File: src/rtl/seq_binary_to_bcd.sv
// Sequential binary-to-BCD converter (shift-and-add-3, one input bit per clock).
// A start/ready handshake launches a conversion. The result and the overflow flag
// are registered and held until the next valid pulse. A value that does not fit
// in DIGITS decimal digits is shown as all nines, with overflow set.
module seq_binary_to_bcd #(
    parameter int unsigned BIN_W  = 16,
    parameter int unsigned DIGITS = 5
) (
    input  logic                  clk,
    input  logic                  reset,
    input  logic                  start,
    input  logic [BIN_W-1:0]      binary,
    output logic                  ready,
    output logic                  busy,
    output logic                  valid,
    output logic [4*DIGITS-1:0]   bcd,
    output logic                  overflow
);

    localparam int unsigned BCD_W = 4 * DIGITS;
    localparam int unsigned CNT_W = $clog2(BIN_W + 1);
    localparam int unsigned CAT_W = BCD_W + BIN_W + 1;

    localparam logic [BCD_W-1:0] ALL_NINES = {DIGITS{4'h9}};
    localparam logic [CNT_W-1:0] CNT_LOAD  = CNT_W'(BIN_W);
    localparam logic [CNT_W-1:0] CNT_ONE   = CNT_W'(1);

    typedef enum logic [1:0] {
        S_IDLE = 2'd0,
        S_CONV = 2'd1,
        S_DONE = 2'd2
    } state_t;

    state_t             state_q,  state_d;
    logic [BIN_W-1:0]   shift_q,  shift_d;
    logic [BCD_W-1:0]   work_q,   work_d;
    logic               sticky_q, sticky_d;
    logic [CNT_W-1:0]   cnt_q,    cnt_d;
    logic [BCD_W-1:0]   bcd_q,    bcd_d;
    logic               ovf_q,    ovf_d;
    logic               valid_q,  valid_d;

    logic [BCD_W-1:0]   adj;
    logic [CAT_W-1:0]   shifted;

    // Per-digit add-3 correction, then a one-bit left shift of {work, input}.
    // The extra bit at the top catches the digit carried out of the top digit.
    always_comb begin
        adj = work_q;
        for (int unsigned i = 0; i < DIGITS; i++) begin
            if (work_q[4*i +: 4] >= 4'd5) begin
                adj[4*i +: 4] = work_q[4*i +: 4] + 4'd3;
            end
        end
        shifted = {adj, shift_q, 1'b0};
    end

    // Next-state and datapath control for IDLE -> CONV -> DONE -> IDLE.
    always_comb begin
        state_d  = state_q;
        shift_d  = shift_q;
        work_d   = work_q;
        sticky_d = sticky_q;
        cnt_d    = cnt_q;
        bcd_d    = bcd_q;
        ovf_d    = ovf_q;
        valid_d  = 1'b0;

        case (state_q)
            S_IDLE: begin
                if (start) begin
                    shift_d  = binary;
                    work_d   = '0;
                    sticky_d = 1'b0;
                    cnt_d    = CNT_LOAD;
                    state_d  = S_CONV;
                end
            end

            S_CONV: begin
                work_d   = shifted[CAT_W-2 -: BCD_W];
                shift_d  = shifted[BIN_W-1:0];
                sticky_d = sticky_q | shifted[CAT_W-1];
                cnt_d    = cnt_q - CNT_ONE;
                if (cnt_q == CNT_ONE) begin
                    state_d = S_DONE;
                end
            end

            S_DONE: begin
                bcd_d   = sticky_q ? ALL_NINES : work_q;
                ovf_d   = sticky_q;
                valid_d = 1'b1;
                state_d = S_IDLE;
            end

            default: begin
                state_d = S_IDLE;
            end
        endcase
    end

    // State and datapath registers with synchronous reset.
    always_ff @(posedge clk) begin
        if (reset) begin
            state_q  <= S_IDLE;
            shift_q  <= '0;
            work_q   <= '0;
            sticky_q <= 1'b0;
            cnt_q    <= '0;
            bcd_q    <= '0;
            ovf_q    <= 1'b0;
            valid_q  <= 1'b0;
        end else begin
            state_q  <= state_d;
            shift_q  <= shift_d;
            work_q   <= work_d;
            sticky_q <= sticky_d;
            cnt_q    <= cnt_d;
            bcd_q    <= bcd_d;
            ovf_q    <= ovf_d;
            valid_q  <= valid_d;
        end
    end

    assign ready    = (state_q == S_IDLE);
    assign busy     = (state_q != S_IDLE);
    assign valid    = valid_q;
    assign bcd      = bcd_q;
    assign overflow = ovf_q;

endmodule

File: config.mk
export PLATFORM = sky130hd
export DESIGN_NAME = seq_binary_to_bcd
export DESIGN_NICKNAME = d
export VERILOG_FILES = /design/src/rtl/seq_binary_to_bcd.sv
export SDC_FILE = /design/constraint.sdc
export NUM_CORES = 1
export LEC_CHECK = 0
export BUFFER_PORTS_ARGS = -buffer_cell sky130_fd_sc_hd__buf_2
export CORE_UTILIZATION = 50
export CTS_CLUSTER_SIZE = 24
export DETAILED_ROUTE_END_ITERATION = 16
export GPL_ROUTABILITY_DRIVEN = 1
export PLACE_DENSITY = 0.71
export REMOVE_ABC_BUFFERS = 1
export SETUP_SLACK_MARGIN = 0.2
export SLEW_MARGIN = 25
export SYNTH_ARGS = -nofsm -noshare
export SYNTH_HDL_FRONTEND = slang
export SYNTH_SLANG_ARGS = --single-unit
File: constraint.sdc
create_clock -name clk -period 1.7 [get_ports clk]
set_input_delay 0 -clock clk [delete_from_list [all_inputs] [get_ports clk]]
set_output_delay 0 -clock clk [all_outputs]
set_load 0.01 [all_outputs]
==> impl_results.md <==
* NetSw at 908.8 µW
* Fraction of power spent switching nets at 24.54%
* Vias per Instance at roughly 5.5
* Largest net degree at the start of global routing at 28
* Max Fanout on Critical Path at 4
* Total congestion overflow at 0
* Final HPWL DP at about 4700 µm
* Setup ws final at 264.4 ps
* First-pass GRT wire length at ~12000 µm
* Max stage delay on crit path at 340 ps
* Wirelength per Cell at 14.35 µm
* CP startpoint: work_q[17]
* Comb pwr share at ~11%
* Post-route ant nets at 0
* # rows at 28
* CTS tree: yes
* Unrepaired setup endpoints after global routing: true
* Distinct cells, synth at between 40 and 50
* Critical path's slowest cell: dfxtp_2
* Critical path endpoint category: flop
* Critical path launch point type: flop
* YS warnings at 0
* First-pass iteration count of the detailed router at 4
* Synth top area cells: dfxtp_1, a21oi_1, nor2_1, ha_1, nor3_1
* Total Routed Length at 7288 µm
* Post-synth EDFFs at 0
* Synth cell count leaders: dfxtp_1, nor2_1, a21oi_1
* Int Power at 2794 µW
* Clock net sink count at 66
* Internal reg-to-reg setup slack at 260 ps
* Mapped Avg Cell Area at 8.256 µm²
* Max H-tree Level at 3
* Clock Power Share at 44.4%
* # setup viols final at 0
* Worst VDD drop at 0.5681 mV
* Dpl ws at 152.2 ps
* Die width at 81.84 µm
* Max-Cap Viols at 0
* Dominant cell type by area after synthesis: dfxtp_1
* Fillcell total at between 500 and 600
* Worst r2r path cells at 6
* RePlAce Congestion at 0.8016
* Gate Count Post-Synth at 386
* CTS buffer count at 9
* Slew HR at about half
* Leading register cell type out of synthesis: dfxtp_1
* Smallest hold slack at between 70 and 80 ps
* Synth async-reset ratio at 0%
* Setup Crit Path Kind: flop to flop
* Tmin final at between 1000 and 1500 ps
* Die height at just over 80 µm
* Ant diodes at 0
* Area Growth Syn to Fin at 18.88%
* I/O pin count at 43
* DRC viols at 0
* Post-route setup TNS at 0 ps
* Core Area at 0.006026 mm²
* Worst EP required at 1970 ps
* Flop pwr share at 44.8%
* Layout cells sized above 1 at 24.94%
* R2R Path End: work_q[18]
* Arr. time, crit path at 1710 ps
* Clock skew at 5.440 ps
* Vias in the first global route at between 2000 and 3000
* Mapped cell area at roughly 0.0032 mm²
* Worst Setup EP: work_q[18]
* Register bit count reported by yosys at 66
* Fmax at 696.6 MHz
* HP Class: primary input to flop
* Final Hold Vio Count at 0
* Via count at 2787
* Post-synthesis sequential area ratio at 41.46%
* Initial drt markers at ~140
* Antenna violations before repair at 0
* IO Port Bufs at 42
* Cell Pwr Density at 977.4 mW/mm²
* Initial core utilization at 52.89%
* Fin nets at 459
* Crit-path cells: inv_1 -> ha_1 -> nand2b_1 -> a21oi_2 -> mux2_4 -> o21ai_1
* Post-synth top area share at 41.46%
* Total leakage power at 0.001560 µW
* Reg clk slew, reported paths at 70 ps
* Worst skew pair latency at approximately 340 ps
* Outcome: finished clean
* Worst reg2reg path startpoint: work_q[17]
* Final period util at 84.45%
* CTS root buffer: clkbuf_8
* Die area at roughly 0.0067 mm²
* Most common cell in the netlist: dfxtp_1
* GRT Total Usage at 23.85%
* Clock Path Buffers at 2
* Worst Tran Pin Value at 752.9 ps
* Fin. max-slew vios at 0
per-layer routing:
metal / wire, µm / vias up / global-route usage [%] / share of wire, %
li1: - / 1410 / - / -
met1: 3349 / 1302 / 28.55 / 46
met2: 3582 / 65 / 41.16 / 49
met3: 265 / 10 / 6.000 / 3.6
met4: 91 / 0 / 8.246 / 1.2
met5: 0 / - / 0 / 0
worst max-delay path, delay by kind of cell (launching register included):
kind                       cells  cell delay (ps)
AOI/OAI and AO/OA              2              320
muxes                          1              320
buffers and inverters          1               80
and+or+nand+nor                1              140
DFF                            1              340
adders and majority gates      1              170
cells by family after synthesis:
logic type | after synthesis | share of synthesized area [%]
AO/OA/AOI/OAI | 93 | 19.44
XOR/XNOR | 10 | 2.748
adder cells (fa/ha/maj) | 12 | 4.711
buffers and inverters | 50 | 7.224
flip-flops | 66 | 41.46
multiplexers | 6 | 1.963
AND/OR/NAND/NOR | 149 | 22.46
flip-flops by register name, summed over array words and instances (netlist names):
signal and count:
bcd 20, work_q 20, shift_q 16, cnt_q 5, state_q 2, overflow 1
sticky_q 1, valid 1
power by group through the flow:
stage               Combinational [µW]  Clock, µW  Sequential (µW)
floorplan                          226          0             1690
detailed placement                 388          0             1690
finish                             400       1640             1660
global route                       448       1730             1670
CTS                                396       1650             1660
global placement                   378          0             1690
metrics by stage:
step / std cells / cell area, µm² / total power, µW / utilization (%)
after floorplan: 357 / 3035 / 1918 / -
after global routing: 508 / 3789 / 3841 / 62.87
after global placement: 490 / 3472 / 2066 / 57.62
after detailed placement: 490 / 3472 / 2080 / 57.62
final: 508 / 3789 / 3703 / 62.87
after CTS: 507 / 3742 / 3707 / 62.11
area by class of cell:
| type | count | area [µm²] | share of cell area (%) |
|---|---|---|---|
| multi-input cells | 270 | 1677 | 44.25 |
| clock buffers | 10 | 137.6 | 3.633 |
| repair buffers | 60 | 360.3 | 9.511 |
| clock inverters | 6 | 113.9 | 3.005 |
| well taps | 75 | 93.84 | 2.477 |
| flip-flops and latches | 66 | 1328 | 35.04 |
| inverters | 21 | 78.83 | 2.081 |
cell usage in the layout (no fill, tap or decap), types with 11 or more instances in the layout:
cell type  instances
o21ai_0           14
buf_4             16
inv_1             21
nand2_1           25
dfxtp_1           61
ha_1              11
buf_2             42
nor3_1            26
a21oi_1           44
nor2_1            57
how the worst min path moves through the flow:
| stage | to | depth (start not counted) | slack (ps) | from |
|---|---|---|---|---|
| floorplan | shift_q[10] | 1 | 70 | reset |
| detailed placement | shift_q[0] | 3 | 270 | binary[0] |
| CTS | shift_q[0] | 2 | 70 | reset |
| global route | work_q[0] | 2 | 80 | reset |
| finish | shift_q[0] | 2 | 70 | reset |
| global placement | shift_q[0] | 3 | 250 | binary[0] |
timing repair:
item                                   CTS  global route
endpoints found under the hold margin    1             0
hold buffers                             1             0
pin swaps                                0             3
gates resized for setup                  3            13
gates cloned                             0             0
setup endpoints to repair                3            14
buffers inserted                         0             1
Note: power is estimated with default switching activity, not from simulation.
